[src/rtl/alu_issue_queue.sv]
// alu_issue_queue
//   Issue stage in front of a combinational ALU (op 00 add, 01 sub, 10 AND,
//   11 OR). Commands are buffered in a DEPTH-entry FIFO. The head is issued
//   into registered alu_a/alu_b/alu_op. The ALU result is captured one cycle
//   later and presented on a valid/ready output port. The ALU therefore sits
//   on a single register-to-register path.
//
//   Optional feature macro: ALU_ISSUE_FLAGS_EN adds the out_zero/out_carry flags.
//
//   Ports:
//     clk, rst              clock, asynchronous active-high reset
//     in_valid/in_ready     command handshake (in_a, in_b, in_op)
//     alu_a/alu_b/alu_op    registered operands and opcode driving the ALU
//     alu_y                 ALU combinational result
//     out_valid/out_ready   result handshake (out_y, out_op)
//     count                 FIFO occupancy
//     out_zero/out_carry    result flags (ALU_ISSUE_FLAGS_EN only)
module alu_issue_queue #(
    parameter int DEPTH = 4,
    parameter int WIDTH = 8
) (
    input  logic                     clk,
    input  logic                     rst,
    input  logic                     in_valid,
    output logic                     in_ready,
    input  logic [WIDTH-1:0]         in_a,
    input  logic [WIDTH-1:0]         in_b,
    input  logic [1:0]               in_op,
    output logic [WIDTH-1:0]         alu_a,
    output logic [WIDTH-1:0]         alu_b,
    output logic [1:0]               alu_op,
    input  logic [WIDTH-1:0]         alu_y,
    output logic                     out_valid,
    input  logic                     out_ready,
    output logic [WIDTH-1:0]         out_y,
    output logic [1:0]               out_op,
    output logic [$clog2(DEPTH):0]   count
`ifdef ALU_ISSUE_FLAGS_EN
    ,
    output logic                     out_zero,
    output logic                     out_carry
`endif
);

    localparam int PW = $clog2(DEPTH);
    localparam int CW = PW + 1;
    localparam int EW = 2 * WIDTH + 2;

    typedef enum logic [1:0] {
        IDLE = 2'd0,
        EXEC = 2'd1,
        DONE = 2'd2
    } state_t;

    state_t          state;
    state_t          state_next;
    logic [EW-1:0]   mem [DEPTH];
    logic [PW-1:0]   wr_ptr;
    logic [PW-1:0]   rd_ptr;
    logic            push;
    logic            pop;
    logic            capture;
    logic            release_out;

    assign in_ready = (count < CW'(DEPTH));
    assign push     = in_valid && in_ready;

    // FSM next state. Pop decisions use the registered count, so a command
    // pushed on this edge cannot be issued before the next cycle.
    always_comb begin
        state_next  = state;
        pop         = 1'b0;
        capture     = 1'b0;
        release_out = 1'b0;
        case (state)
            IDLE: begin
                if (count != '0) begin
                    pop        = 1'b1;
                    state_next = EXEC;
                end
            end
            EXEC: begin
                capture    = 1'b1;
                state_next = DONE;
            end
            DONE: begin
                if (out_ready) begin
                    release_out = 1'b1;
                    if (count != '0) begin
                        pop        = 1'b1;
                        state_next = EXEC;
                    end else begin
                        state_next = IDLE;
                    end
                end
            end
            default: state_next = IDLE;
        endcase
    end

    always_ff @(posedge clk or posedge rst) begin
        if (rst) begin
            state <= IDLE;
        end else begin
            state <= state_next;
        end
    end

    // Storage is not reset. Only the pointers and the occupancy define its contents.
    always_ff @(posedge clk) begin
        if (push) begin
            mem[wr_ptr] <= {in_op, in_a, in_b};
        end
    end

    always_ff @(posedge clk or posedge rst) begin
        if (rst) begin
            wr_ptr <= '0;
            rd_ptr <= '0;
            count  <= '0;
        end else begin
            if (push) begin
                wr_ptr <= wr_ptr + PW'(1);
            end
            if (pop) begin
                rd_ptr <= rd_ptr + PW'(1);
            end
            case ({push, pop})
                2'b10:   count <= count + CW'(1);
                2'b01:   count <= count - CW'(1);
                default: count <= count;
            endcase
        end
    end

`ifdef ALU_ISSUE_FLAGS_EN
    logic [WIDTH:0] sum_ext;
    logic           carry_calc;

    assign sum_ext = {1'b0, alu_a} + {1'b0, alu_b};

    always_comb begin
        carry_calc = 1'b0;
        case (alu_op)
            2'b00:   carry_calc = sum_ext[WIDTH];
            2'b01:   carry_calc = (alu_a < alu_b);
            default: carry_calc = 1'b0;
        endcase
    end
`endif

    // Issue and result registers. alu_* hold their last value in IDLE and DONE.
    always_ff @(posedge clk or posedge rst) begin
        if (rst) begin
            alu_a     <= '0;
            alu_b     <= '0;
            alu_op    <= '0;
            out_y     <= '0;
            out_op    <= '0;
            out_valid <= 1'b0;
`ifdef ALU_ISSUE_FLAGS_EN
            out_zero  <= 1'b0;
            out_carry <= 1'b0;
`endif
        end else begin
            if (pop) begin
                {alu_op, alu_a, alu_b} <= mem[rd_ptr];
            end
            if (capture) begin
                out_y     <= alu_y;
                out_op    <= alu_op;
                out_valid <= 1'b1;
`ifdef ALU_ISSUE_FLAGS_EN
                out_zero  <= (alu_y == '0);
                out_carry <= carry_calc;
`endif
            end else if (release_out) begin
                out_valid <= 1'b0;
            end
        end
    end

endmodule

[config.mk]
export PLATFORM = sky130hd
export DESIGN_NAME = alu_issue_queue
export DESIGN_NICKNAME = d
export VERILOG_FILES = /design/src/rtl/alu_issue_queue.sv
export SDC_FILE = /design/constraint.sdc
export NUM_CORES = 1
export LEC_CHECK = 0
export CAP_MARGIN = 30
export CORE_ASPECT_RATIO = 1.75
export CORE_MARGIN = 2
export CORE_UTILIZATION = 40
export CTS_BUF_LIST = sky130_fd_sc_hd__clkbuf_8 sky130_fd_sc_hd__clkbuf_16
export DETAILED_ROUTE_END_ITERATION = 16
export SLEW_MARGIN = 30
export SYNTH_ARGS = -nofsm -noshare
export SYNTH_HDL_FRONTEND = slang
export SYNTH_SLANG_ARGS = --single-unit
[constraint.sdc]
create_clock -name clk -period 5.1 [get_ports clk]
set_input_delay 1.02 -clock clk [delete_from_list [all_inputs] [get_ports clk]]
set_output_delay 1.02 -clock clk [all_outputs]
set_load 0.01 [all_outputs]
**Word-level counts from Yosys, hierarchy flattened**

Memories as Yosys holds them, arrays and structs flattened. A register that Yosys moved wholly into a read port is not among the register bits.
Cells that the tools add are included.

- Order comparisons: 1
- Equal/unequal tests: 6
- Add/sub/neg operators: 4
- Mux-type cells: 15
- Reductions and logical operators: 6

Operator list:

| cell | number |
|---|---|
| 1-bit two-way mux | 10 |
| 2-bit case mux with 3 select lines | 1 |
| 3-bit case mux with 2 select lines | 1 |
| 2-bit by 1-bit adder with 2-bit output, second input constant | 2 |
| 2-bit by 1-bit == test with 1-bit output, second input constant | 2 |
| 2-bit == test, second input constant | 2 |
| 2-bit two-way mux | 2 |
| 2-bit != test, second input constant | 2 |
| 2-bit nonzero test | 2 |
| 3-bit by 1-bit adder with 3-bit output, second input constant | 1 |
| 3-bit < comparator, second input constant | 1 |
| 3-bit nonzero test | 1 |
| 3-bit by 1-bit subtractor with 3-bit output, second input constant | 1 |
| 2-bit zero test | 1 |
| 1-bit case mux with 2 select lines | 1 |
| 2-bit AND reduction | 1 |
| 1-bit logical AND | 1 |

- RAM bits: 72
- Memories: 1
- Input bits: 30
- Flip-flop bits (word level): 20

Memories:

| name | words | width | read ports | clocked after memory_dff | write ports | line | text |
|---|---|---|---|---|---|---|---|
| mem | 4 | 18 | 1 | 1 | 1 | 57 | `logic [EW-1:0] mem [DEPTH];` |

**Logic depth before layout (Yosys ltp)**

- Depth in word-level cells: 6
- Depth in mapped cells: 9
- Mapped depth without buffers: 8

**Least setup slack after synthesis**

OpenSTA, ideal clock, no wires.

- Kind: input port to flip-flop
- Start point: input out_ready
- End point: register count[2]
- Path buffers: 1
- Arrival time: 2,442 ps
- Path slack: 2,578 ps
- Library setup time: 80 ps
- Required time: 5,020 ps
- Stages on the path: 9
- Path through: nor2b_1 -> nor3_1 -> buf_4 -> ha_1 -> inv_1 -> fa_1 -> xor2_1 -> nor2_1 -> xnor2_1

- Longest elaborated chain between the ends: 4
- Elaborated cells between the ends (all ways): 6
- Those cells by class: 2 x eq/ne; 3 x mux; 1 x reduce/logical

Ends and longest elaborated chain:

| item | line | text |
|---|---|---|
| start, declared | 34 | `input logic out_ready,` |
| 1-bit two-way mux * | 87 | `if (out_ready) begin` |
| 1-bit case mux with 2 select lines * | 75 | `case (state)` |
| net pop | 61 | `logic pop;` |
| 2-bit by 1-bit == test with 1-bit output or 2-bit == test (tied branches) | 128 | `case ({push, pop})` |
| 3-bit case mux with 2 select lines or 2-bit nonzero test (tied branches) | n/a |  |
| end signal, assigned | 129 | `2'b10: count <= count + CW'(1);` |
| end signal, assigned | 130 | `2'b01: count <= count - CW'(1);` |
| end signal, assigned | 131 | `default: count <= count;` |
| end, declared | 37 | `output logic [$clog2(DEPTH):0] count` |

The timed path passes the listed nets; every way through them passes the cells marked *.
A chain may end at the register's enable or synchronous reset.

**Worst setup path after layout**

- Start point: input out_ready
- End point: register count[2]

- Longest elaborated chain between the ends: 4
- Elaborated cells between the ends (all ways): 6
- Those cells by class: 2 x eq/ne; 3 x mux; 1 x reduce/logical

Ends and longest elaborated chain:

| item | line |
|---|---|
| 1-bit two-way mux * | 87 |
| 1-bit case mux with 2 select lines * | 75 |
| 2-bit by 1-bit == test with 1-bit output or 2-bit == test (tied branches) | 128 |
| 3-bit case mux with 2 select lines or 2-bit nonzero test (tied branches) | n/a |

Mark *: on every way between the ends. The rest lies on a longest branch, timed or not.

==> impl.org <==
** Logic synthesis
- Synthesized Nets :: 240
- #FFs+latches synth :: 110
- Sequential area share after synthesis :: about 73%
- Synthesis warning total :: 0
- In this run the cell area of the synthesized design comes to between 4000 and 5000 sq um.
- Synthesis handed over a netlist of a little over 200 instances.
- Averaged over all synthesized cells, the footprint is between 20 and 25 sq um.
- Number of distinct library cells after synthesis :: 25

** Cells and area
- The library cell used most frequently in the layout, excluding fill and tap cells, is sky130_fd_sc_hd__edfxtp_1.
- The library cells used most frequently in the layout, excluding fill and tap cells, are 72 x sky130_fd_sc_hd__edfxtp_1, 62 x sky130_fd_sc_hd__clkdlybuf4s50_1, 38 x sky130_fd_sc_hd__dfrtp_1.
- Total area of multi-input combinational cells :: 1052 sq um
- For this run, the post-layout net count is approximately 310.
- Synthesis-to-layout area growth :: 24.26%
- Ant diodes :: 0
- Share of post-route cells with drive strength above 1 :: 25.00%
- Layout fillers :: a little under 900
- Register cell area after layout :: between 3000 and 4000 sq um

** STA
- RSZ-0062 raised after global routing :: no
- Number of pins exceeding their max-slew limit in the final report :: 0
- At the pin with the least slew margin, the transition time is slightly above 0.9 ns.
- Setup violations remaining at the end of the flow were counted as 0.
- TNS Setup :: 0 ns
- For the final database, setup skew stands at roughly 0.0046 ns.
- Period utilisation layout :: a little under three fifths
- After layout, the worst setup slack is 2.200 ns.
- Max-slew headroom at the worst pin :: 39.57%
- Subtracting the final worst setup slack from the clock period gives 2.900 ns.
- Max Clock Freq :: between 300 and 400 MHz
- Final hold analysis gives a worst-case slack of 0.5046 ns.
- The count of final hold-check violations came to 0.

** Global route
- Across every metal layer, demand over resource in global routing totals 13.50%.
- Entering global routing, the biggest net connects 39 pins.
- After global routing the overflow that remains totals 0.
- Number of global-route vias before repair :: just over 2000
- The number of antenna violations at the first check in global routing was 0.
- The first global-routing pass estimated between 10000 and 15000 um of wire.

** Power
- Total Power Consumption :: 3.172 mW
- Peak VDD IR :: around 310 uV
- For this design the ratio of total power to cell area is approximately 600 nW/um^2.
- Leakage Power :: ~1.9 nW

** Worst setup path
- Required time at the worst-slack endpoint :: between 5 and 6 ns
- Arrival time of data at the critical path endpoint :: 3.16 ns
- Startpoint types :: primary input
- Along the worst path, the maximum fanout reaches 20.
- STA classifies the critical path endpoint as a flop.
- The critical path starts at out_ready.
- Critical path class :: primary input to flop
- Critical R2R Launch :: state[1]

** Clock network
- Counting along the longest clock path gives a buffer depth of 2.
- Clock-pin slew of the registers on the worst-case setup and hold paths :: about 0.07 ns
- H-tree levels :: 3
- Clock latency of the later-clocked register in the worst-skew pair :: 0.34 ns
- CTS root buf :: sky130_fd_sc_hd__clkbuf_16
- Clock tree from TritonCTS :: done
- Number of setup buffers added after CTS :: 0
- Number of buffers created by CTS :: 9
- Hold Buf Count CTS :: 0
- Number of instances resized during post-cts repair :: 0
- CTS saw 110 sinks.

** Floorplan
- Effective utilization at floorplan :: between 40% and 50%
- Area enclosed by the die boundary :: ~11000 sq um
- Die Y-Extent :: between 100 and 150 um
- The core region is between 10000 and 15000 sq um.
- The floorplan has just under 50 rows.
- For this design the top-level I/O count stands at 63.
- The floorplan step set the die width to between 80 and 90 um.

** Placement
- Detailed placement ended at an HPWL of 4456 um.
- OpenSTA, run right after detailed placement, puts the worst setup slack at 1.828 ns.
- Number of I/O port buffers :: between 60 and 70
- Final weighted congestion in routability-driven placement :: between 0.7 and 0.8

** Job
- Max-capacitance violation count :: 0

** Hold path
- Worst min-delay path startpoint :: out_y[6]
- The path class of the tightest hold or removal check is flop to flop.

** Route
- Aggregate routed wire length :: roughly 7000 um
- Summing over every cut layer, the via total after detailed routing is approximately 2000.
- Post-DR vias/cell :: a little under 5
- ANT nets after route :: 0
- In the routed design, unresolved DRC markers number 0.
- Router iterations before antenna repair :: 4
- Dividing the detail-routed wire length by the instance count gives about 17 um.
- After the first detailed-routing iteration, the DRC count stood at 92.

** Outcome
- Status :: finished, final reports clean
-- registers in the layout, indices dropped and copies added, names as in the netlist --
signal	count
alu_b	8
alu_a	8
out_y	8
mem	72
out_valid	1
wr_ptr	2
out_op	2
state	2
rd_ptr	2
count	3
alu_op	2
-- synthesized netlist by cell type --
cell type | number | area, sq um
sky130_fd_sc_hd__edfxtp_1 | 72 | 2162
sky130_fd_sc_hd__dfrtp_1 | 38 | 950.9
sky130_fd_sc_hd__mux2_4 | 18 | 270.3
sky130_fd_sc_hd__mux4_2 | 18 | 405.4
sky130_fd_sc_hd__mux2_2 | 10 | 112.6
sky130_fd_sc_hd__inv_1 | 9 | 33.78
sky130_fd_sc_hd__ha_1 | 5 | 62.56
sky130_fd_sc_hd__and2_1 | 4 | 25.02
sky130_fd_sc_hd__buf_2 | 3 | 15.01
sky130_fd_sc_hd__nor2b_1 | 3 | 18.77
sky130_fd_sc_hd__xnor2_1 | 3 | 26.28
sky130_fd_sc_hd__xor2_1 | 3 | 26.28
sky130_fd_sc_hd__buf_4 | 2 | 15.01
sky130_fd_sc_hd__buf_6 | 2 | 22.52
sky130_fd_sc_hd__nor2_1 | 2 | 7.510
sky130_fd_sc_hd__nor3_1 | 2 | 10.01
sky130_fd_sc_hd__o21ai_0 | 2 | 10.01
sky130_fd_sc_hd__a31oi_1 | 1 | 6.260
sky130_fd_sc_hd__clkbuf_1 | 1 | 3.750
sky130_fd_sc_hd__fa_1 | 1 | 20.02
sky130_fd_sc_hd__mux2i_1 | 1 | 10.01
sky130_fd_sc_hd__nand2_1 | 1 | 3.750
sky130_fd_sc_hd__nand3b_1 | 1 | 7.510
sky130_fd_sc_hd__nor3_2 | 1 | 10.01
sky130_fd_sc_hd__nor4b_1 | 1 | 8.760
-- path summary, 6_finish.rpt --
path	endpoint	slack, ns	depth (start not counted)
setup / recovery	count[2]	2.20	10
hold / removal	out_y[6]	0.50	1
setup reg to reg	count[2]	2.86	9
hold reg to reg	out_y[6]	0.50	1
max in group asynchronous	out_valid	3.44	2
min in group asynchronous	out_y[3]	1.15	2
-- through the flow --
| step | cell area [sq um] | cells | util, % |
|---|---|---|---|
| floorplan | 4244 | 204 | - |
| global placement | 4987 | 387 | 48.42 |
| detailed placement | 4987 | 387 | 48.42 |
| CTS | 5268 | 403 | 51.14 |
| global route | 5274 | 403 | 51.20 |
| finish | 5274 | 403 | 51.20 |
-- logic make-up (layout without fill, tap and decap cells) --
group           after synthesis  count (layout)  synth area share [%]
compound gates                3               3                0.3834
xor+xnor                      6               6                 1.238
fa+ha+maj                     6               6                 1.946
buf+inv                      17              89                 2.122
flops                       110             110                 73.35
mux                          47              47                 18.81
simple gates                 15              15                 2.152
-- critical path: stages --
cell and delay, ns:
sky130_fd_sc_hd__clkdlybuf4s50_1 0.50, sky130_fd_sc_hd__nor2b_1 0.09, sky130_fd_sc_hd__nor3_2 0.10, sky130_fd_sc_hd__buf_4 0.38
sky130_fd_sc_hd__ha_1 0.26, sky130_fd_sc_hd__inv_1 0.06, sky130_fd_sc_hd__fa_1 0.37, sky130_fd_sc_hd__xor2_1 0.15
sky130_fd_sc_hd__nor2_1 0.12, sky130_fd_sc_hd__xnor2_1 0.13
-- metal layers --
metal  global-route usage, %  part of all wire (%)
met1                   15.60                    39
met2                   22.34                    54
met3                   4.188                   4.5
met4                   6.404                   2.2
met5                       0                     0
-- cell type report --
class	count	share of cell area [%]
Inverter	9	0.6406
Multi-Input combinational cell	77	19.95
Clock inverter	5	0.5219
Tap cell	127	3.013
Timing Repair Buffer	64	12.05
Sequential cell	110	59.03
Clock buffer	11	4.792
-- report_power, final --
group | internal [mW] | switching [mW] | total [mW] | leakage (nW)
Combinational | 0.722 | 0.431 | 1.15 | 0.699
Sequential | 1.20 | 0.163 | 1.37 | 1.10
Clock | 0.354 | 0.300 | 0.654 | 0.140
Total | 2.28 | 0.894 | 3.17 | 1.94
Power figures use the tool's default switching activity.
